**src/rtl/snoop_ctrl.sv**
```systemverilog
// Snoop-cycle sequencer for the L1 tag/status array: captures EADS, looks up the
// tag, reports PHIT/PHITM, streams out a dirty line, and updates the MESI state.
module snoop_ctrl #(
    parameter int AW      = 32,
    parameter int BEATS   = 4,
    parameter int MAXHOLD = 8,
    localparam int BW     = $clog2(BEATS),
    localparam int HW     = $clog2(MAXHOLD + 1)
) (
    input  logic          SCLK,
    input  logic          SRST,
    input  logic          EADS,
    input  logic          SNP_RW,
    input  logic [AW-1:0] SNP_ADDR,
    input  logic          CPU_REQ,
    output logic          CPU_GNT,
    output logic          TAG_REQ,
    output logic [AW-1:0] TAG_ADDR,
    input  logic          TAG_HIT,
    input  logic [1:0]    TAG_STATUS,
    output logic          STAT_WE,
    output logic [1:0]    STAT_NEW,
    output logic          WB_VALID,
    input  logic          WB_READY,
    output logic [BW-1:0] WB_BEAT,
    output logic          PHIT,
    output logic          PHITM,
    output logic          PINV,
    output logic          SNP_DONE,
    output logic          SNP_OVF,
    output logic          BUSY,
    output logic [2:0]    DBG_STATE
);

    typedef enum logic [2:0] {
        S_IDLE   = 3'd0,
        S_LOOKUP = 3'd1,
        S_SAMPLE = 3'd2,
        S_RESP   = 3'd3,
        S_WB     = 3'd4,
        S_UPDATE = 3'd5,
        S_DONE   = 3'd6
    } state_t;

    state_t          r_state;
    state_t          w_next;
    logic            r_pend;
    logic            r_rw;
    logic [AW-1:0]   r_addr;
    logic [1:0]      r_status;
    logic            r_phit;
    logic            r_phitm;
    logic [BW-1:0]   r_beat;
    logic            r_gnt;
    logic [HW-1:0]   r_hold;
    logic            r_ovf;
    logic            w_busy;
    logic            w_capture;
    logic            w_last_beat;

    assign w_busy      = r_pend | (r_state != S_IDLE);
    assign w_capture   = EADS & ~w_busy;
    assign w_last_beat = (r_beat == BW'(BEATS - 1));

    always_ff @(posedge SCLK) begin
        if (SRST) r_state <= S_IDLE;
        else      r_state <= w_next;
    end

    // A snoop only takes the tag port once the processor has released it.
    always_comb begin
        w_next = r_state;
        case (r_state)
            S_IDLE:   if (r_pend && !r_gnt) w_next = S_LOOKUP;
            S_LOOKUP: w_next = S_SAMPLE;
            S_SAMPLE: w_next = S_RESP;
            S_RESP:   w_next = r_phitm ? S_WB : S_UPDATE;
            S_WB:     if (WB_READY && w_last_beat) w_next = S_UPDATE;
            S_UPDATE: w_next = S_DONE;
            S_DONE:   w_next = S_IDLE;
            default:  w_next = S_IDLE;
        endcase
    end

    always_ff @(posedge SCLK) begin
        if (SRST) begin
            r_pend   <= 1'b0;
            r_rw     <= 1'b0;
            r_addr   <= '0;
            r_status <= 2'b00;
            r_phit   <= 1'b0;
            r_phitm  <= 1'b0;
            r_beat   <= '0;
            r_gnt    <= 1'b0;
            r_hold   <= '0;
            r_ovf    <= 1'b0;
        end else begin
            r_ovf <= EADS & w_busy;

            if (w_capture) begin
                r_pend <= 1'b1;
                r_rw   <= SNP_RW;
                r_addr <= SNP_ADDR;
            end else if (r_state == S_DONE) begin
                r_pend <= 1'b0;
            end

            if (r_state == S_IDLE && w_next == S_LOOKUP) begin
                r_phit  <= 1'b0;
                r_phitm <= 1'b0;
            end else if (r_state == S_SAMPLE) begin
                // A hit reporting state I is a miss.
                r_status <= TAG_STATUS;
                r_phit   <= TAG_HIT && (TAG_STATUS != 2'b00);
                r_phitm  <= TAG_HIT && (TAG_STATUS == 2'b11);
            end

            if (r_state == S_WB && WB_READY) r_beat <= r_beat + 1'b1;

            if (r_state != S_IDLE) begin
                r_gnt  <= 1'b0;
                r_hold <= '0;
            end else if (!r_pend) begin
                r_gnt  <= CPU_REQ;
                r_hold <= '0;
            end else if (r_gnt) begin
                // Processor keeps the port for at most MAXHOLD cycles once a snoop waits.
                if (!CPU_REQ || r_hold == HW'(MAXHOLD - 1)) begin
                    r_gnt  <= 1'b0;
                    r_hold <= '0;
                end else begin
                    r_hold <= r_hold + 1'b1;
                end
            end else begin
                r_hold <= '0;
            end
        end
    end

    always_comb begin
        STAT_WE  = 1'b0;
        STAT_NEW = 2'b00;
        PINV     = 1'b0;
        if (r_state == S_UPDATE && r_phit) begin
            if (!r_rw) begin
                STAT_WE  = 1'b1;
                STAT_NEW = 2'b00;
                PINV     = 1'b1;
            end else if (r_status[1]) begin
                STAT_WE  = 1'b1;
                STAT_NEW = 2'b01;
            end
        end
    end

    assign CPU_GNT   = r_gnt;
    assign TAG_REQ   = (r_state == S_LOOKUP);
    assign TAG_ADDR  = r_addr;
    assign WB_VALID  = (r_state == S_WB);
    assign WB_BEAT   = r_beat;
    assign PHIT      = r_phit;
    assign PHITM     = r_phitm;
    assign SNP_DONE  = (r_state == S_DONE);
    assign SNP_OVF   = r_ovf;
    assign BUSY      = w_busy;
    assign DBG_STATE = r_state;

endmodule

```
**config.mk**
```make
export PLATFORM = sky130hd
export DESIGN_NAME = snoop_ctrl
export DESIGN_NICKNAME = d
export VERILOG_FILES = /design/src/rtl/snoop_ctrl.sv
export SDC_FILE = /design/constraint.sdc
export NUM_CORES = 1
export LEC_CHECK = 0
export CAP_MARGIN = 40
export CORE_ASPECT_RATIO = 0.9
export CORE_MARGIN = 5
export CORE_UTILIZATION = 43
export CTS_CLUSTER_DIAMETER = 80
export DETAILED_ROUTE_END_ITERATION = 16
export PLACE_DENSITY = 0.8
export SYNTH_ARGS = -nofsm -noshare
export SYNTH_HDL_FRONTEND = slang
export SYNTH_SLANG_ARGS = --single-unit
```
**constraint.sdc**
```tcl
create_clock -name SCLK -period 1.7 [get_ports SCLK]
set_input_delay 0.34 -clock SCLK [delete_from_list [all_inputs] [get_ports SCLK]]
set_output_delay 0.34 -clock SCLK [all_outputs]
set_load 0.02 [all_outputs]
```
[After elaboration in Yosys (flattened, before gate mapping)]
Cells that the tools add are included.
Word-level totals
  bits in registers: 49
  input port bits: 41
  output and inout bits: 49
  logic and storage cells: 65
Operators by class
  add/sub/neg operators: 2
  equal/unequal tests: 10
  multiplexer cells: 17
  bitwise logic cells: 7
  reductions and logical operators: 18
Operators by type and width (count)
  $pmux W3 S6: 1
  $mux W1: 14
  $eq A3 B3 Y1 const B: 3
  $logic_and A1 B1 Y1: 7
  $eq A3 B1 Y1 const B: 2
  $eq A3 B2 Y1 const B: 2
  $mux W3: 2
  $reduce_or A5 Y1: 1
  $add A4 B1 Y4 const B: 1
  $eq A2 B2 Y1 const B: 2
  $eq A4 B3 Y1 const B: 1
  $not A1 Y1: 4
  $reduce_bool A2 Y1: 2
  $reduce_or A2 Y1: 2
  $logic_not A3 Y1: 1
  $reduce_bool A3 Y1: 1
  $add A2 B1 Y2 const B: 1
  $and A1 B1 Y1: 2
  $logic_not A1 Y1: 2
  $reduce_and A2 Y1: 1
  $logic_or A1 B1 Y1: 1
  $or A1 B1 Y1: 1

[Logic depth before layout (Yosys ltp)]
  word-level depth: 8
  gate-level depth with buffers: 5

[Worst setup path after synthesis]
No wires, ideal clock.
  path kind: register -> output
  start: register r_state[2] (netlist: DBG_STATE[2])
  end: output port STAT_WE
  arrival: 1284 ps
  data required time: 1360 ps
  slack: 76 ps
  stages on the path, launching flop included: 4
  cells stage by stage: dfxtp_1 -> clkbuf_1 -> nand4b_1 -> a21oi_1
On the way
  longest elaborated chain between the ends: 3
Ends and longest elaborated chain
  from (decl): line 45  | state_t r_state;
  from (signal assigned): line 67  | else r_state <= w_next;
  $eq A3 B3 Y1: line 144  | if (r_state == S_UPDATE && r_phit) begin
  $logic_and A1 B1 Y1: line 144
  $mux W1: line 144
  to (decl): line 21  | output logic STAT_WE,
No other way between the ends.

[Final worst setup path]
  start: register r_state[0] (netlist: DBG_STATE[0])
  end: register r_addr[10] (netlist: TAG_ADDR[10])
On the way
  longest elaborated chain between the ends: 4
Ends and longest elaborated chain
  $reduce_bool A3 Y1: line 61  | assign w_busy = r_pend | (r_state != S_IDLE);
  $or A1 B1 Y1: line 61
  $not A1 Y1: line 62  | assign w_capture = EADS & ~w_busy;
  $and A1 B1 Y1: line 62
  to (signal assigned): line 89  | r_addr <= '0;
  to (signal assigned): line 103  | r_addr <= SNP_ADDR;
  to (decl): line 49  | logic [AW-1:0] r_addr;
No other way between the ends.
A chain may end at the register's enable or synchronous reset.

==> flow_summary.ini <==
[synthesis]
synth_top_cell_by_area = dfxtp_1
syn_inst = 227
seq_area_frac_synth_pct = 43.0
async_reset_ff_share_pct = 0
syn-cell-area_mm2 = 0.00224
synth_edf_count = 0
synth.top_cell.area_share_pct = 43.0
syn_nets = 270
syn_avg_cell_area_um2 = 9.86
yosys.cell_types.count = 36
ys.warnings.count = 0
synth.most_common_cell = nand2b_1
ys_seq_elements = 48
synth_flop_cell = dfxtp_1
synth.area.top_cells = dfxtp_1 43%, nand2b_1 20%, mux2i_1 16%, buf_12 2.7%, nor2_1 2.0%
synth_common_cells = 71 x nand2b_1, 48 x dfxtp_1, 35 x mux2i_1

[detailed_routing]
wire_per_inst_um = 13.1
num_vias = 1809
viasPerCell = 4.65
drt_wl_total_um = 5100
dr.pass1.iters = 4
route.detailed.drc = 0
drt_iter0_drc = 47
final_antenna_net_count = 0

[sta]
rsz0062_at_grt = yes
timing_hold_violations_final = 0
hold_slack_ns = 0.333
fin_crit_sh_pct = 98.7
clock_skew_ns = 0.00777
period_minus_slack_ns = 1.68
timing.fmax_mhz = 596
setup_total_negative_slack_ns = 0
final-setup-viol-count = 0
drv_slew = 0

[layout]
layout.filler_cells = 416
area_growth_pct = 50.0
seqCellArea_um2 = 970
n_antenna_cell = 0
multi_input_area_mm2 = 0.00116
nets = 366
drive_above_1_share_pct = 12.0

[die]
pin_count = 90
initial_core_util_pct = 45.2
core_area_mm2 = 0.00495
dieHeight_um = 78.4
rows = 24
die_w_um = 86.0
dieArea_mm2 = 0.00675

[setup_path]
cp.required_ns = 1.91
startpoint_type = flop
crit_type = reg2reg
worst-endpoint-arrival_ns = 1.89
end_kind = flop
path_max_fanout = 7

[hold_path]
hold_path_class = in2reg

[grt]
first_global_vias = 1811
antenna_found_initial = 0
grt_max_degree = 54
grt.total_usage_pct = 14.5
grt-ovfl-total = 0
grt_pass1_wl_um = 8170

[placed_design]
place_congestion = 0.762
dp_hpwl_um = 3730
portBuffers = 88

[clock_network]
clock_path_buffers = 2
cts-htree-levels = 2
cts_made_buffers = 5
cts.sinks = 48
cts_tree = built
clkTransAtPathRegs_ns = 0.08
worstSkewPairLatency_ns = 0.28
root_buffer = clkbuf_8

[power_and_ir_drop]
peakVddDrop_uv = 723
power_density_mw_per_mm2 = 1180
p_leak_uw = 0.00133

[run]
drv_cap = 0

[run_status]
run_status = completed
through the flow:
step | util [%] | total power (uW) | setup slack, ns | instance area (um2) | cells
after CTS | 67.1 | 3920 | -0.00337 | 3330 | 386
after floorplan | - | 2500 | 0.0763 | 2240 | 227
after global routing | 67.7 | 4180 | -0.0789 | 3360 | 389
after global placement | 64.5 | 3150 | 0.00380 | 3190 | 376
after detailed placement | 64.5 | 3170 | -0.0288 | 3190 | 376
final | 67.7 | 3950 | 0.0218 | 3360 | 389
report_power, final:
group | internal (uW) | switching (uW)
sequential | 1340 | 126
combinational | 994 | 828
clock | 332 | 336
total | 2660 | 1290
layer usage:
| layer | up-vias | GRT usage, % | wire [um] |
|---|---|---|---|
| li1 | 935 | - | - |
| met1 | 813 | 19.0 | 2410 |
| met2 | 59 | 24.3 | 2280 |
| met3 | 2 | 3.77 | 398 |
| met4 | 0 | 2.85 | 17 |
| met5 | - | 0 | 0 |
layout by cell type (no fill, tap or decap), drive strengths merged:
cell type / n
clkdlybuf4s50: 76
nand2b: 71
dfxtp: 48
mux2i: 35
buf: 20
nor2: 12
clkbuf: 11
a21oi: 7
dlygate4sd2: 6
inv: 4
nand3b: 3
nand3: 3
nor3b: 3
nand2: 2
xor2: 2
and3: 2
ha: 2
and2: 1
nor3: 1
nand4b: 1
or3: 1
and4bb: 1
xnor2: 1
and4b: 1
o21ai: 1
o211ai: 1
nor2b: 1
a21o: 1
nand4: 1
and3b: 1
or3b: 1
o31ai: 1
a221oi: 1
conb: 1
final cells by class:
cell class,instances,share of cell area (%)
Tap cell,65,2.42
Timing Repair Buffer,105,31.0
Multi-Input combinational cell,159,34.5
Clock buffer,8,2.68
Inverter,4,0.447
Sequential cell,48,28.9
worst max-delay path: stages (launching register included):
cell	delay, ns
dfxtp_4	0.37
buf_6	0.11
or3_4	0.39
nor3b_4	0.20
buf_6	0.18
buf_12	0.14
mux2i_2	0.21
repair_timing:
item / 4_1_cts / 5_1_grt
setup buffers: 1 / 2
setup endpoints to repair: 42 / 38
gates resized for setup: 23 / 12
hold buffers: 0 / 0
gates cloned: 1 / 1
pin swaps: 2 / 3
state kept, by name, indices dropped and copies added, names as in the netlist:
name       flops
r_status       1
DBG_STATE      3
SNP_OVF        1
PHIT           1
PHITM          1
CPU_GNT        1
WB_BEAT        2
r_pend         1
r_rw           1
TAG_ADDR      32
r_hold         4
worst paths after layout:
path / start / to / slack, ns / cells after the start
min reg2reg: r_hold[0]$_SDFF_PP0_ / r_hold[0]$_SDFF_PP0_ / 0.45 / 1
max reg2reg: DBG_STATE[0]$_SDFF_PP0_ / TAG_ADDR[10]$_SDFFE_PP0P_ / 0.02 / 6
min: SRST / r_pend$_SDFFE_PP0P_ / 0.33 / 2
max: DBG_STATE[0]$_SDFF_PP0_ / TAG_ADDR[10]$_SDFFE_PP0P_ / 0.02 / 6
logic make-up after synthesis:
logic type / share of synthesized area (%)
AO/OA/AOI/OAI: 3.19
adder cells (fa/ha/maj): 1.12
XOR/XNOR: 1.17
other: 0.168
buffers and inverters: 6.10
flip-flops: 43.0
multiplexers: 15.7
AND/OR/NAND/NOR: 29.6
Power figures use the tool's default switching activity.
